==> config.mk <==
export PLATFORM = sky130hd
export DESIGN_NAME = traffic_analyzer_capture_ctrl
export DESIGN_NICKNAME = d
export VERILOG_FILES = /design/src/rtl/traffic_analyzer_capture_ctrl.sv
export SDC_FILE = /design/constraint.sdc
export NUM_CORES = 1
export LEC_CHECK = 0
export ABC_AREA = 1
export BUFFER_PORTS_ARGS = -buffer_cell sky130_fd_sc_hd__buf_2
export CORE_ASPECT_RATIO = 2
export CORE_MARGIN = 5
export CORE_UTILIZATION = 46
export DETAILED_ROUTE_END_ITERATION = 10
export PLACE_DENSITY = 0.7
export SLEW_MARGIN = 25
export SYNTH_ARGS = -nofsm -noshare
export SYNTH_HDL_FRONTEND = slang
export SYNTH_SLANG_ARGS = --single-unit
==> constraint.sdc <==
create_clock -name clk -period 2.15 [get_ports clk]
set_input_delay 0.43 -clock clk [delete_from_list [all_inputs] [get_ports clk]]
set_output_delay 0.43 -clock clk [all_outputs]
set_load 0.01 [all_outputs]
==> src/rtl/traffic_analyzer_capture_ctrl.sv <==
// rtl/traffic_analyzer_capture_ctrl.sv - measurement sequencer aligning analyzer run/freeze to GMII frame boundaries
module traffic_analyzer_capture_ctrl #(
    parameter int C_CNT_WIDTH    = 32,
    parameter int C_WINDOW_WIDTH = 32
) (
    input  logic                      clk,
    input  logic                      rst,
    input  logic [1:0]                cfg_mode,
    input  logic [C_CNT_WIDTH-1:0]    cfg_frames,
    input  logic [C_WINDOW_WIDTH-1:0] cfg_window,
    input  logic                      arm,
    input  logic                      abort,
    input  logic                      gmii_en,
    output logic                      ctrl_run,
    output logic                      ctrl_freeze,
    output logic                      busy,
    output logic                      done,
    output logic [C_CNT_WIDTH-1:0]    frames_seen,
    output logic [C_WINDOW_WIDTH-1:0] cycles_elapsed
);

    typedef enum logic [2:0] {
        S_IDLE,
        S_WAIT_GAP,
        S_ACTIVE,
        S_DRAIN,
        S_DONE
    } state_t;

    localparam logic [1:0] MODE_CONT   = 2'd0;
    localparam logic [1:0] MODE_FRAMES = 2'd1;
    localparam logic [1:0] MODE_WINDOW = 2'd2;

    localparam logic [C_CNT_WIDTH-1:0]    CNT_ONE = {{(C_CNT_WIDTH-1){1'b0}}, 1'b1};
    localparam logic [C_WINDOW_WIDTH-1:0] WIN_ONE = {{(C_WINDOW_WIDTH-1){1'b0}}, 1'b1};

    state_t                      state_q;
    state_t                      state_d;
    logic [1:0]                  mode_q;
    logic [C_CNT_WIDTH-1:0]      frames_lim_q;
    logic [C_WINDOW_WIDTH-1:0]   window_lim_q;
    logic                        gmii_en_d;
    logic                        sof;
    logic                        eof;
    logic                        start;
    logic                        zero_limit;
    logic                        window_last;

    assign sof = gmii_en & ~gmii_en_d;
    assign eof = ~gmii_en & gmii_en_d;

    // A zero limit must never open the analyzer, so WAIT_GAP skips straight to DONE.
    assign zero_limit = ((mode_q == MODE_FRAMES) && (frames_lim_q == '0)) ||
                        ((mode_q == MODE_WINDOW) && (window_lim_q == '0));
    assign window_last = (cycles_elapsed == (window_lim_q - WIN_ONE));

    always_comb begin
        state_d = state_q;
        start   = 1'b0;
        case (state_q)
            S_IDLE: begin
                if (arm) begin
                    start   = 1'b1;
                    state_d = S_WAIT_GAP;
                end
            end
            S_WAIT_GAP: begin
                if (!gmii_en) begin
                    state_d = zero_limit ? S_DONE : S_ACTIVE;
                end
            end
            S_ACTIVE: begin
                case (mode_q)
                    MODE_FRAMES: begin
                        if (eof && (frames_seen == frames_lim_q)) begin
                            state_d = S_DONE;
                        end
                    end
                    MODE_WINDOW: begin
                        if (window_last) begin
                            state_d = gmii_en ? S_DRAIN : S_DONE;
                        end
                    end
                    default: ;
                endcase
            end
            S_DRAIN: begin
                if (!gmii_en) begin
                    state_d = S_DONE;
                end
            end
            S_DONE: begin
                if (arm) begin
                    start   = 1'b1;
                    state_d = S_WAIT_GAP;
                end
            end
            default: state_d = S_IDLE;
        endcase
        if (abort) begin
            start   = 1'b0;
            state_d = S_IDLE;
        end
    end

    always_ff @(posedge clk) begin
        if (rst) begin
            state_q        <= S_IDLE;
            mode_q         <= MODE_CONT;
            frames_lim_q   <= '0;
            window_lim_q   <= '0;
            gmii_en_d      <= 1'b0;
            frames_seen    <= '0;
            cycles_elapsed <= '0;
            ctrl_run       <= 1'b0;
            ctrl_freeze    <= 1'b1;
            busy           <= 1'b0;
            done           <= 1'b0;
        end else begin
            state_q   <= state_d;
            gmii_en_d <= gmii_en;
            if (start) begin
                mode_q         <= (cfg_mode == 2'd3) ? MODE_CONT : cfg_mode;
                frames_lim_q   <= cfg_frames;
                window_lim_q   <= cfg_window;
                frames_seen    <= '0;
                cycles_elapsed <= '0;
            end else if ((state_q == S_ACTIVE) && !abort) begin
                if (cycles_elapsed != '1) begin
                    cycles_elapsed <= cycles_elapsed + WIN_ONE;
                end
                if (sof && (frames_seen != '1)) begin
                    frames_seen <= frames_seen + CNT_ONE;
                end
            end
            // Outputs decode the state being entered so they line up with state_q.
            ctrl_run    <= (state_d == S_ACTIVE) || (state_d == S_DRAIN);
            ctrl_freeze <= !((state_d == S_ACTIVE) || (state_d == S_DRAIN));
            busy        <= (state_d == S_WAIT_GAP) || (state_d == S_ACTIVE) ||
                           (state_d == S_DRAIN);
            done        <= (state_d == S_DONE);
        end
    end

endmodule

[Word-level counts from Yosys, hierarchy flattened]
Cells that the tools add are included.
Word-level totals
  bits in registers: 138
  bits of input ports: 71
  output and inout bits: 68
  logic and storage cells: 65
Cells by class
  add/sub/neg operators: 3
  equal/unequal tests: 15
  multiplexer cells: 14
  bitwise gates (word level): 4
  reduce and logical (&&, ||, !) cells: 18
Operators by type and width (count)
  $add 32x1->32 const B: 2
  $eq 32x32->1: 2
  $logic_not 32->1: 2
  $ne 32x32->1 const B: 2
  $sub 32x1->32 const B: 1
  $mux 3: 8
  $eq 3x2->1 const B: 4
  $pmux 3 s4: 1
  $eq 3x1->1 const B: 2
  $eq 3x3->1 const B: 2
  $pmux 3 s2: 1
  $logic_and 1x1->1: 5
  $eq 2x2->1 const B: 2
  $logic_or 1x1->1: 4
  $reduce_and 2->1: 2
  $reduce_or 2->1: 2
  $logic_not 3->1: 1
  $mux 1: 3
  $and 1x1->1: 2
  $eq 2x1->1 const B: 1
  $logic_not 1->1: 2
  $mux 2: 1
  $not 1->1: 2

[Longest topological paths before layout]
  word-level depth: 10
  gate-level depth with buffers: 23
  mapped depth without buffers: 23

[Worst setup path before layout]
No wires, ideal clock.
  path type: register -> register
  from: register cycles_elapsed[1]
  to: register cycles_elapsed[31]
  setup time: 128 ps
  arrival time: 2072 ps
  data required time: 2022 ps
  path slack: -49 ps
  stages on the path, launching flop included: 18
  path buffers: 0
  clock period less this slack: 2199 ps
  path through: dfxtp_1 > ha_1 > inv_1 > nor4_1 > nand2_1 > nor2_1 > nand2_1 > nand2_2 > inv_2 > nand3_1 > nor2_2 > nand2_1 > inv_2 > nand3_1 > nor2_1 > nand2_1 > xor2_1 > nor2_1
Between the ends
  longest elaborated chain between the ends: 2
  elaborated cells between the ends (all ways): 3
  those cells by class: add/sub (1); eq/ne (1); reduce/logical (1)
RTL lines
  from (decl): line 19  | output logic [C_WINDOW_WIDTH-1:0] cycles_elapsed
  from (signal assigned): line 130  | cycles_elapsed <= cycles_elapsed + WIN_ONE;
  parallel branches: the longest is 2 deep, another holds $add 32x1->32
Parallel ways; which one is timed is not known.
A chain may end at the register's enable or synchronous reset.

[Final worst setup path]
  from: register window_lim_q[2]
  to: register busy
Between the ends
  longest elaborated chain between the ends: 10
  elaborated cells between the ends (all ways): 16
  those cells by class: add/sub (1); eq/ne (4); mux (6); reduce/logical (5)
RTL lines
  from (decl): line 41  | logic [C_WINDOW_WIDTH-1:0] window_lim_q;
  from (signal assigned): line 125  | window_lim_q <= cfg_window;
  parallel branches: the longest is 5 deep, another holds $sub 32x1->32
  $pmux 3 s4 (*): line 60  | case (state_q)
  $mux 3 (*): line 100  | if (abort) begin
  $eq 3x1->1 or $eq 3x2->1 (tied branches): line 139  | busy <= (state_d == S_WAIT_GAP) || (state_d == S_ACTIVE) ||
  $logic_or 1x1->1: line 139
  $logic_or 1x1->1 (*): line 139
  to (signal assigned): line 139
  to (decl): line 16  | output logic busy,
Mark *: on every way between the ends.

==> flow_metrics.tcl <==
set metrics [dict create \
    status "finished, violations left" \
    violations "setup timing" \
    slew_headroom_pct 53.7 \
    p_per_area_nw_per_um2 581 \
    drtAntennaViolNets 0 \
    fmax_ghz 0.406 \
    swShare_pct 31.0 \
    cts_buffer_depth 2 \
    cts_buffers 17 \
    die_x_um 105 \
    critPathCaptureType "flop" \
    syn_to_final_growth_pct 49.7 \
    synth.cell_area_sq_um 8260 \
    drv_slew 0 \
    path_clk_slew_ps 60 \
    worst_pin_slew_ps 689 \
    skew_ps 8.63 \
    crit_arrival_ps 2790 \
    setup_ws_ps -311 \
    postSynthCellCount 1288 \
    ys_seq_elements 138 \
    grt_pass1_wl_um 54000 \
    fin_util_pct 69.9 \
    start_util_pct 46.7 \
    ys_types 43 \
    clock_latency_ps 440 \
    grt_overflow 0 \
    postLayoutCellArea_sq_um 12400 \
    pwr-share-seq_pct 38.4 \
    root_buffer "clkbuf_16" \
    synthArstFlopShare_pct 0 \
    path_class "reg2reg" \
    synth_flop_cell "dfxtp_1" \
    grt_start_max_net_pins 49 \
    dp_slack_ps -486 \
    grt_usage_pct 33.6 \
    drtPass1Iterations 5 \
    place_area_sq_um 10700 \
    via_per_inst 5.46 \
    crit_required_ps 2480 \
    final_cells 1894 \
    syn_avg_cell_area_sq_um 6.41 \
    rsz0062_at_grt "true" \
    nNetsFinal 1744 \
    start_kind "flop" \
    syn-num-nets 1364 \
    fin_crit_sh_pct 114 \
    yosysSeqAreaShare_pct 33.4 \
    synth_edf_count 0 \
    power_switching_uw 2220 \
    ctsHoldBuffers 0 \
    cellLeakagePower_uw 0.00568 \
    peakVddDrop_mv 0.462 \
    coreArea_sq_um 17700 \
    worstHoldPathType "in2reg" \
    antennaDiodeCount 0 \
    final_hold_viol_count 0 \
    p_comb_share_pct 19.7 \
    drc_errors 0 \
    mostFrequentLayoutCell "nand2_1" \
    hpwl_um 27200 \
    wirelength_um 36300 \
    setup_violations 21 \
    max_cap_violations 0 \
    vias 10300 \
    grt_pass1_vias 10500 \
    mostFrequentLayoutCells "nand2_1 (263), buf_4 (237), inv_1 (158), buf_2 (138), nor2_1 (124)" \
    die_h_um 200 \
    nFillCells 1513 \
    dieArea_sq_um 20900 \
    num_rows 69 \
    htreeDepth 4 \
    worstPathMaxFanout 5 \
    layout-drive-gt1-share_pct 37.2 \
    dpl.cell_count 1823 \
    antenna_found_initial 0 \
    yosysWarnings 0 \
    cts_tree "built" \
    portBuffers 138 \
    fin_crit_ps 2460 \
    gp_congestion 0.990 \
    clkPwrFrac_pct 42.0 \
    dr.first_iter.drc_count 690 \
    p_int_uw 4960 \
    io_pins 139 \
    cts_sinks 138 \
    wl_per_cell_um 19.2 \
]
==> worst max-delay path, stage by stage, from the launching register on <==
cell,delay (ps)
dfxtp_2,330
buf_6,120
nor2_4,190
nand2_8,100
nor2_8,160
nand2_4,80
nand2_2,60
nand2_1,50
nor2_1,110
nand2_2,100
nor2_2,110
nand3_1,130
nor2_4,160
nand3_2,120
nand2_1,80
nand2_1,40
nand2_1,60
nand2_1,60
nand2_2,110
nand2_2,70
nand2_1,90
nor2_2,40
==> worst paths after layout <==
kind                     from                to  slack, ps  cells after the start
max reg2reg   window_lim_q[2]              busy       -310                     21
max           window_lim_q[2]              busy       -310                     21
min               cfg_mode[0]         mode_q[1]        200                      2
min reg2reg  window_lim_q[14]  window_lim_q[14]        490                      2
==> kinds of logic (layout without fill, tap and decap cells) <==
logic type	Yosys count	after routing	share of synthesized area [%]
buffers and inverters	212	604	9.74
xor gates and xnor gates	58	58	6.33
and+or+nand+nor	663	664	36.2
AOI/OAI and AO/OA	212	212	13.5
DFF	138	138	33.4
adders and majority gates	5	5	0.757
==> routing by layer <==
layer / global-route usage, % / wire length [um] / vias to the layer above / share of wire (%)
met5: 0 / 0 / - / 0
met4: 31.3 / 3760 / 0 / 10
met3: 5.08 / 1570 / 197 / 4.3
met2: 63.6 / 19500 / 449 / 54
met1: 29.4 / 11500 / 4762 / 32
li1: - / - / 4934 / -
==> power by group through the flow <==
stage	clock network (uW)	registers (uW)	logic [uW]
floorplan	0	2780	722
global placement	0	2790	1200
detailed placement	0	2790	1210
CTS	3030	2750	1330
global route	3140	2770	1540
finish	3010	2760	1410
==> Yosys cell counts, types with 3 or more instances <==
| cell type | number | area share [%] |
|---|---|---|
| nor2_1 | 165 | 7.5 |
| or2_2 | 4 | 0.30 |
| a211oi_1 | 3 | 0.27 |
| xor2_1 | 47 | 5.0 |
| dfxtp_1 | 138 | 33 |
| nand2_2 | 13 | 0.98 |
| nor3b_1 | 4 | 0.36 |
| o21ai_0 | 97 | 5.9 |
| clkbuf_1 | 30 | 1.4 |
| nand3b_1 | 4 | 0.36 |
| o2111ai_1 | 5 | 0.53 |
| nor2_4 | 9 | 1.2 |
| o21bai_1 | 3 | 0.27 |
| inv_2 | 6 | 0.27 |
| nand2_1 | 291 | 13 |
| nor2_2 | 16 | 1.2 |
| nor3_1 | 32 | 1.9 |
| a21oi_1 | 94 | 5.7 |
| nand3_1 | 58 | 3.5 |
| ha_1 | 5 | 0.76 |
| nand4_1 | 33 | 2.5 |
| nor4_1 | 25 | 1.9 |
| xnor2_1 | 10 | 1.1 |
| inv_1 | 171 | 7.8 |
==> per-stage QoR <==
step	hold WS [ps]	setup TNS (ps)	total power (uW)
after global routing	196	-6930	7450
after CTS	190	-2510	7110
after floorplan	448	0	3500
final	200	-3170	7190
after global placement	471	-7290	4000
after detailed placement	474	-8110	4010
==> what timing repair did <==
item | CTS | global route
pin swaps | 31 | 54
gates cloned | 1 | 0
setup endpoints to repair | 40 | 51
setup buffers | 23 | 20
gates resized for setup | 103 | 118
==> cell type report <==
cell class              instances  area [sq um]  area share, %
clock buffers                  19           443           3.58
clock inverters                13           144           1.16
inverters                     179           682           5.51
multi-input cells             939          5330           43.1
flip-flops and latches        138          2800           22.6
well taps                     213           267           2.15
repair buffers                393          2710           21.9
==> flip-flops by register name, summed over array words and instances (netlist names), 2 cells and up <==
name	flops
window_lim_q	32
cycles_elapsed	32
frames_seen	32
state_q	3
mode_q	2
frames_lim_q	32
(Power assumes the default switching activity.)
